File: src/rtl/dmem_arb_pkg.sv
// Shared types and defaults for the data-memory port arbiter.
package dmem_arb_pkg;

  // Which requester issued a memory access.
  typedef enum logic {
    OWN_CPU = 1'b0,
    OWN_BYP = 1'b1
  } owner_e;

  // One read-tag pipeline entry: was a read issued, and by whom.
  typedef struct packed {
    logic   rd;
    owner_e owner;
  } tag_t;

  localparam int unsigned DEF_MAX_WAIT = 4;
  localparam int unsigned DEF_READ_LAT = 1;
  localparam int unsigned WAIT_W       = 4;

endpackage

File: src/rtl/dmem_arb_tagpipe.sv
// READ_LAT-deep shift register of read tags; holds while memory stalls.
module dmem_arb_tagpipe
  import dmem_arb_pkg::*;
#(
  parameter int unsigned DEPTH = DEF_READ_LAT
) (
  input  logic clk,
  input  logic rst_n,
  input  logic hold,
  input  tag_t push_tag,
  output tag_t pop_tag
);

  tag_t pipe_q [DEPTH];
  tag_t pipe_d [DEPTH];

  // Next-state: shift one slot per non-stalled cycle, otherwise keep contents.
  always_comb begin
    pipe_d[0] = hold ? pipe_q[0] : push_tag;
    for (int i = 1; i < DEPTH; i++) begin
      pipe_d[i] = hold ? pipe_q[i] : pipe_q[i-1];
    end
  end

  // Tag storage; asynchronous clear drops every outstanding read.
  always_ff @(posedge clk or negedge rst_n) begin
    if (!rst_n) begin
      for (int i = 0; i < DEPTH; i++) begin
        pipe_q[i] <= '0;
      end
    end else begin
      pipe_q <= pipe_d;
    end
  end

  assign pop_tag = pipe_q[DEPTH-1];

endmodule

File: src/rtl/dmem_port_arbiter.sv
// Shares one data-memory port between the CPU (priority) and the bypass
// master, with a starvation counter that forces a bypass grant and a tag
// pipeline that steers read responses back to the bypass master.
module dmem_port_arbiter
  import dmem_arb_pkg::*;
#(
  parameter int unsigned MAX_WAIT = DEF_MAX_WAIT,
  parameter int unsigned READ_LAT = DEF_READ_LAT
) (
  input  logic        clk,
  input  logic        rst,
  input  logic        cpu_req,
  input  logic [31:0] cpu_addr,
  input  logic [3:0]  cpu_we,
  input  logic        cpu_re,
  input  logic [31:0] cpu_din,
  output logic [31:0] cpu_dout,
  output logic        cpu_stall,
  input  logic        byp_valid,
  output logic        byp_ready,
  input  logic [31:0] byp_addr,
  input  logic [3:0]  byp_we,
  input  logic        byp_re,
  input  logic [31:0] byp_din,
  output logic [31:0] byp_rdata,
  output logic        byp_rvalid,
  output logic [31:0] mem_addr,
  output logic [3:0]  mem_we,
  output logic        mem_re,
  output logic [31:0] mem_din,
  input  logic [31:0] mem_dout,
  input  logic        mem_stall
);

  localparam logic [WAIT_W-1:0] MAX_WAIT_L = WAIT_W'(MAX_WAIT);

  logic [WAIT_W-1:0] wait_cnt_q, wait_cnt_d;
  logic              force_byp;
  logic              grant_cpu;
  logic              grant_byp;
  tag_t              push_tag;
  tag_t              out_tag;

  // Grant selection; rst gating keeps every grant low while reset is held.
  always_comb begin
    force_byp = byp_valid && (wait_cnt_q == MAX_WAIT_L);
    grant_cpu = rst && cpu_req && !force_byp && !mem_stall;
    grant_byp = rst && byp_valid && !grant_cpu && !mem_stall;
    cpu_stall = rst && cpu_req && !grant_cpu;
    byp_ready = grant_byp;
  end

  // Port mux; with no grant the address/data lines simply follow the CPU.
  always_comb begin
    mem_addr = cpu_addr;
    mem_din  = cpu_din;
    mem_we   = '0;
    mem_re   = 1'b0;
    if (grant_cpu) begin
      mem_we = cpu_we;
      mem_re = cpu_re;
    end else if (grant_byp) begin
      mem_addr = byp_addr;
      mem_din  = byp_din;
      mem_we   = byp_we;
      mem_re   = byp_re;
    end
  end

  // Starvation counter next-state: frozen on stall, cleared on grant/idle.
  always_comb begin
    wait_cnt_d = wait_cnt_q;
    if (!mem_stall) begin
      if (!byp_valid || grant_byp) begin
        wait_cnt_d = '0;
      end else if (wait_cnt_q < MAX_WAIT_L) begin
        wait_cnt_d = wait_cnt_q + 1'b1;
      end
    end
  end

  // Starvation counter register.
  always_ff @(posedge clk or negedge rst) begin
    if (!rst) begin
      wait_cnt_q <= '0;
    end else begin
      wait_cnt_q <= wait_cnt_d;
    end
  end

  // Tag for this cycle's access: only granted reads produce a response.
  always_comb begin
    push_tag.rd    = (grant_cpu || grant_byp) && mem_re;
    push_tag.owner = grant_byp ? OWN_BYP : OWN_CPU;
  end

  dmem_arb_tagpipe #(
    .DEPTH (READ_LAT)
  ) u_tagpipe (
    .clk      (clk),
    .rst_n    (rst),
    .hold     (mem_stall),
    .push_tag (push_tag),
    .pop_tag  (out_tag)
  );

  // Response routing; the CPU samples read data on its own schedule.
  always_comb begin
    cpu_dout   = mem_dout;
    byp_rdata  = mem_dout;
    byp_rvalid = out_tag.rd && (out_tag.owner == OWN_BYP) && !mem_stall;
  end

endmodule

File: config.mk
export PLATFORM = sky130hd
export DESIGN_NAME = dmem_port_arbiter
export DESIGN_NICKNAME = d
export VERILOG_FILES = /design/src/rtl/dmem_arb_pkg.sv /design/src/rtl/dmem_arb_tagpipe.sv /design/src/rtl/dmem_port_arbiter.sv
export SDC_FILE = /design/constraint.sdc
export NUM_CORES = 1
export LEC_CHECK = 0
export CAP_MARGIN = 20
export CORE_AREA = 2 2 122 124
export CTS_BUF_LIST = sky130_fd_sc_hd__clkbuf_2 sky130_fd_sc_hd__clkbuf_4 sky130_fd_sc_hd__clkbuf_8
export DETAILED_ROUTE_END_ITERATION = 8
export DIE_AREA = 0 0 124 126
export MAX_ROUTING_LAYER = met4
export SYNTH_ARGS = -nofsm -noshare
export SYNTH_HDL_FRONTEND = slang
export SYNTH_SLANG_ARGS = --single-unit
File: constraint.sdc
create_clock -name clk -period 5.3 [get_ports clk]
set_input_delay 1.06 -clock clk [delete_from_list [all_inputs] [get_ports clk]]
set_output_delay 1.06 -clock clk [all_outputs]
set_load 0.01 [all_outputs]
==> metrics.md <==
| Metric | Value |
|---|---|
| Status | completed |
| Yosys warns | 0 |
| Net count after synthesis | about 370 |
| Final min period | ~4600 ps |
| Die Y | approximately 130 um |
| Slew Limit Headroom | 59.7% |
| Most frequent CP cell | clkdlybuf4s50_1 |
| PwrDens | ~100 mW/mm^2 |
| GRT Overall Usage | a little over a tenth |
| Crit-path max FO | 20 |
| Sequential cell area | 150 sq um |
| Sequential fraction of the synthesis area | under 10% |
| Synth cell types | 28 |
| Post-synthesis register bit count | 6 |
| Min-delay src | u_tagpipe.pop_tag[0]$_DFFE_PN0N_ |
| Comb power frac | slightly above 70% |
| Fill count | ~1500 |
| Critical path startpoint | byp_valid |
| Max stage delay cell, worst path | clkdlybuf4s50_1 |
| Clock Skew | 0.249 ps |
| DIE WIDTH | ~120 um |
| Final setup vio count | 0 |
| CP endpoint kind | output pin |
| Antenna violations before repair | 0 |
| Drt first pass iters | 4 |
| Slew @ Worst Pin | 603 ps |
| Pint | just under 300 uW |
| Min-delay worst type | flop to flop |
| Synth Instances | ~190 |
| Footprint of the multi-input gates | around 0.0012 sq mm |
| Setup Crit Path Kind | input pin to output pin |
| Vias in the first global route | approximately 2100 |
| Critical path required time | ~4200 ps |
| Multiplexer area fraction after synthesis | 44.5% |
| DR iter-0 viols | 43 |
| Area Overhead vs Synth | 93.5% |
| Vias/cell | 3.79 |
| Largest stage delay, worst path | 760 ps |
| H-Tree Depth | 1 |
| Critical Path, Cell by Cell | clkdlybuf4s50_1, nand4b_4, a21oi_4, buf_4, mux2_2, clkdlybuf4s50_1 |
| Post-synthesis xor/xnor area fraction | 0% |
| Peak VDD IR | just under 0.06 mV |
| Die area | 0.0156 sq mm |
| Total gr overflow | 0 |
| Period utilization | around 87% |
| Sequential share of power | 12.9% |
| Antenna diode count | 0 |
| RSZ-0062 raised after global routing | no |
| Post-CTS Resized | 0 |
| Ys async rst share | 100% |
| Sw power | approximately 100 uW |
| Post-Synth Adder-Cell Area | under 10% |
| Inserted Clock Buffers | 3 |
| Hold_ws | 473 ps |
| R2R Path Start | wait_cnt_q[0]$_DFFE_PN0P_ |
| CTS tree | built |
| Syn avg cell area | around 10 sq um |
| Post-synth EDFFs | 0 |
| Max frequency | roughly 220 MHz |
| Postcts setup bufs | 0 |
| Via total after detailed routing | 1973 |
| Hold_buf cts | 0 |
| Worst EP arrival | about 3500 ps |
| IO Port Bufs | ~210 |
| # clock sinks | 6 |
| Number of I/O pins | approximately 310 |
| Clock Power Share | about 17% |
| Clk slew on worst S/H paths | about 30 ps |
| Most frequent cells in the layout | 214 x clkdlybuf4s50_1, 40 x mux2_4, 24 x mux2_2, 6 x nand4_1, 6 x dfrtp_1 |
| Total wire length | ~9 mm |
| Max-cap violations | 0 |
| Clock latency on the worst-skew pair | roughly 220 ps |
| Final Hold Fails | 0 |
| RD Place Congestion | around 0.77 |
| Commonest non-fill, non-tap cell in the layout | clkdlybuf4s50_1 |
| Area fraction in compound gates after synthesis | 6.27% |
| Clock Tree Root | clkbuf_8 |
| Post-synth top flop | dfrtp_1 |
| Row count | 44 |
| Post-Synth Simple-Gate Area | under 10% |
| Largest family of logic cells by synthesized area | multiplexers |
| Dpl hpwl | slightly above 8 mm |
| DRC Markers | 0 |
| Max clock buf depth | 2 |
| Setup_tns | 0 ps |
| DRT antenna net count | 0 |
| Switch share | a little over a quarter |
| WL/cell | between 15 and 20 um |
| Mapped cell area | slightly below 0.002 sq mm |
| Layout cells sized above 1 | a little over a fifth |
| CORE AREA | roughly 0.014 sq mm |
| Leak | approximately 0.0014 uW |
| Final #Nets | around 520 |
| Largest net degree at the start of global routing | between 40 and 50 |
| Max-slew violations | 0 |
| Initial Util | between 10 and 15% |
| Critical Path Source Type | input pin |
| First-pass GRT wire length | ~12 mm |
## cell usage after synthesis (3+ instances only)
cell	instances	area share (%)
a21oi_1	3	0.77
buf_12	4	4.1
buf_2	3	0.77
buf_4	67	26
dfrtp_1	6	7.7
inv_1	5	0.96
mux2_2	24	14
mux2_4	40	31
nand2_1	3	0.58
nand3_1	5	1.3
nand4_1	6	1.9
o211ai_1	3	1.2
o21ai_0	5	1.3
## registers in the layout (all words and copies together), names as in the netlist
register / count
wait_cnt_q: 4
u_tagpipe.pop_tag: 2
## power by group through the flow
stage / Clock (uW) / Combinational (uW) / Sequential, uW
after global routing: 72.6 / 292 / 50.9
final: 65.7 / 276 / 50.4
after detailed placement: 0 / 279 / 50.9
after global placement: 0 / 278 / 51.0
after floorplan: 0 / 141 / 50.6
after CTS: 68.1 / 280 / 50.4
## per-layer routing
metal	part of all wire [%]	track usage [%]	wire length (um)	vias up
met2	50	19.5	4640	189
li1	-	-	-	897
met5	0	-	0	-
met1	34	10.6	3110	882
met4	0.20	1.06	18	0
met3	16	5.66	1460	5
## stage by stage
| stage | setup slack (ps) | total power [uW] | cells | area (sq um) | utilization [%] |
|---|---|---|---|---|---|
| after floorplan | 2110 | 191 | 192 | 1960 | - |
| after global placement | 751 | 329 | 517 | 3740 | 26.1 |
| after detailed placement | 713 | 329 | 517 | 3740 | 26.1 |
| after CTS | 697 | 399 | 520 | 3780 | 26.4 |
| after global routing | 504 | 416 | 520 | 3780 | 26.4 |
| final | 708 | 392 | 520 | 3780 | 26.4 |
## kinds of logic after synthesis
group                      after synthesis
muxes                                   64
and+or+nand+nor                         22
AOI/OAI and AO/OA                       18
DFF                                      6
buffers and inverters                   80
adders and majority gates                2
## cell type report
type                    instances  area share, %
clock buffers                   3           1.09
inverters                       5          0.496
multi-input cells             106           31.0
flip-flops and latches          6           3.97
well taps                     184           6.08
repair buffers                216           57.3
## final timing paths
path                       cells past startpoint                                to  slack [ps]
max                                            6                        mem_din[0]         710
min in group asynchronous                      1  u_tagpipe.pop_tag[0]$_DFFE_PN0N_        1190
max in group asynchronous                      1         wait_cnt_q[2]$_DFFE_PN0P_        3770
min                                            1  u_tagpipe.pop_tag[0]$_DFFE_PN0N_         470
max reg2reg                                    6  u_tagpipe.pop_tag[0]$_DFFE_PN0N_        3700
min reg2reg                                    1  u_tagpipe.pop_tag[0]$_DFFE_PN0N_         470
## critical path, delay by kind of cell
kind                   cells  cell delay (ps)
buffers and inverters      3             1590
multiplexers               1              380
AND/OR/NAND/NOR            1              250
AO/OA/AOI/OAI              1              230
Power figures use the tool's default switching activity.
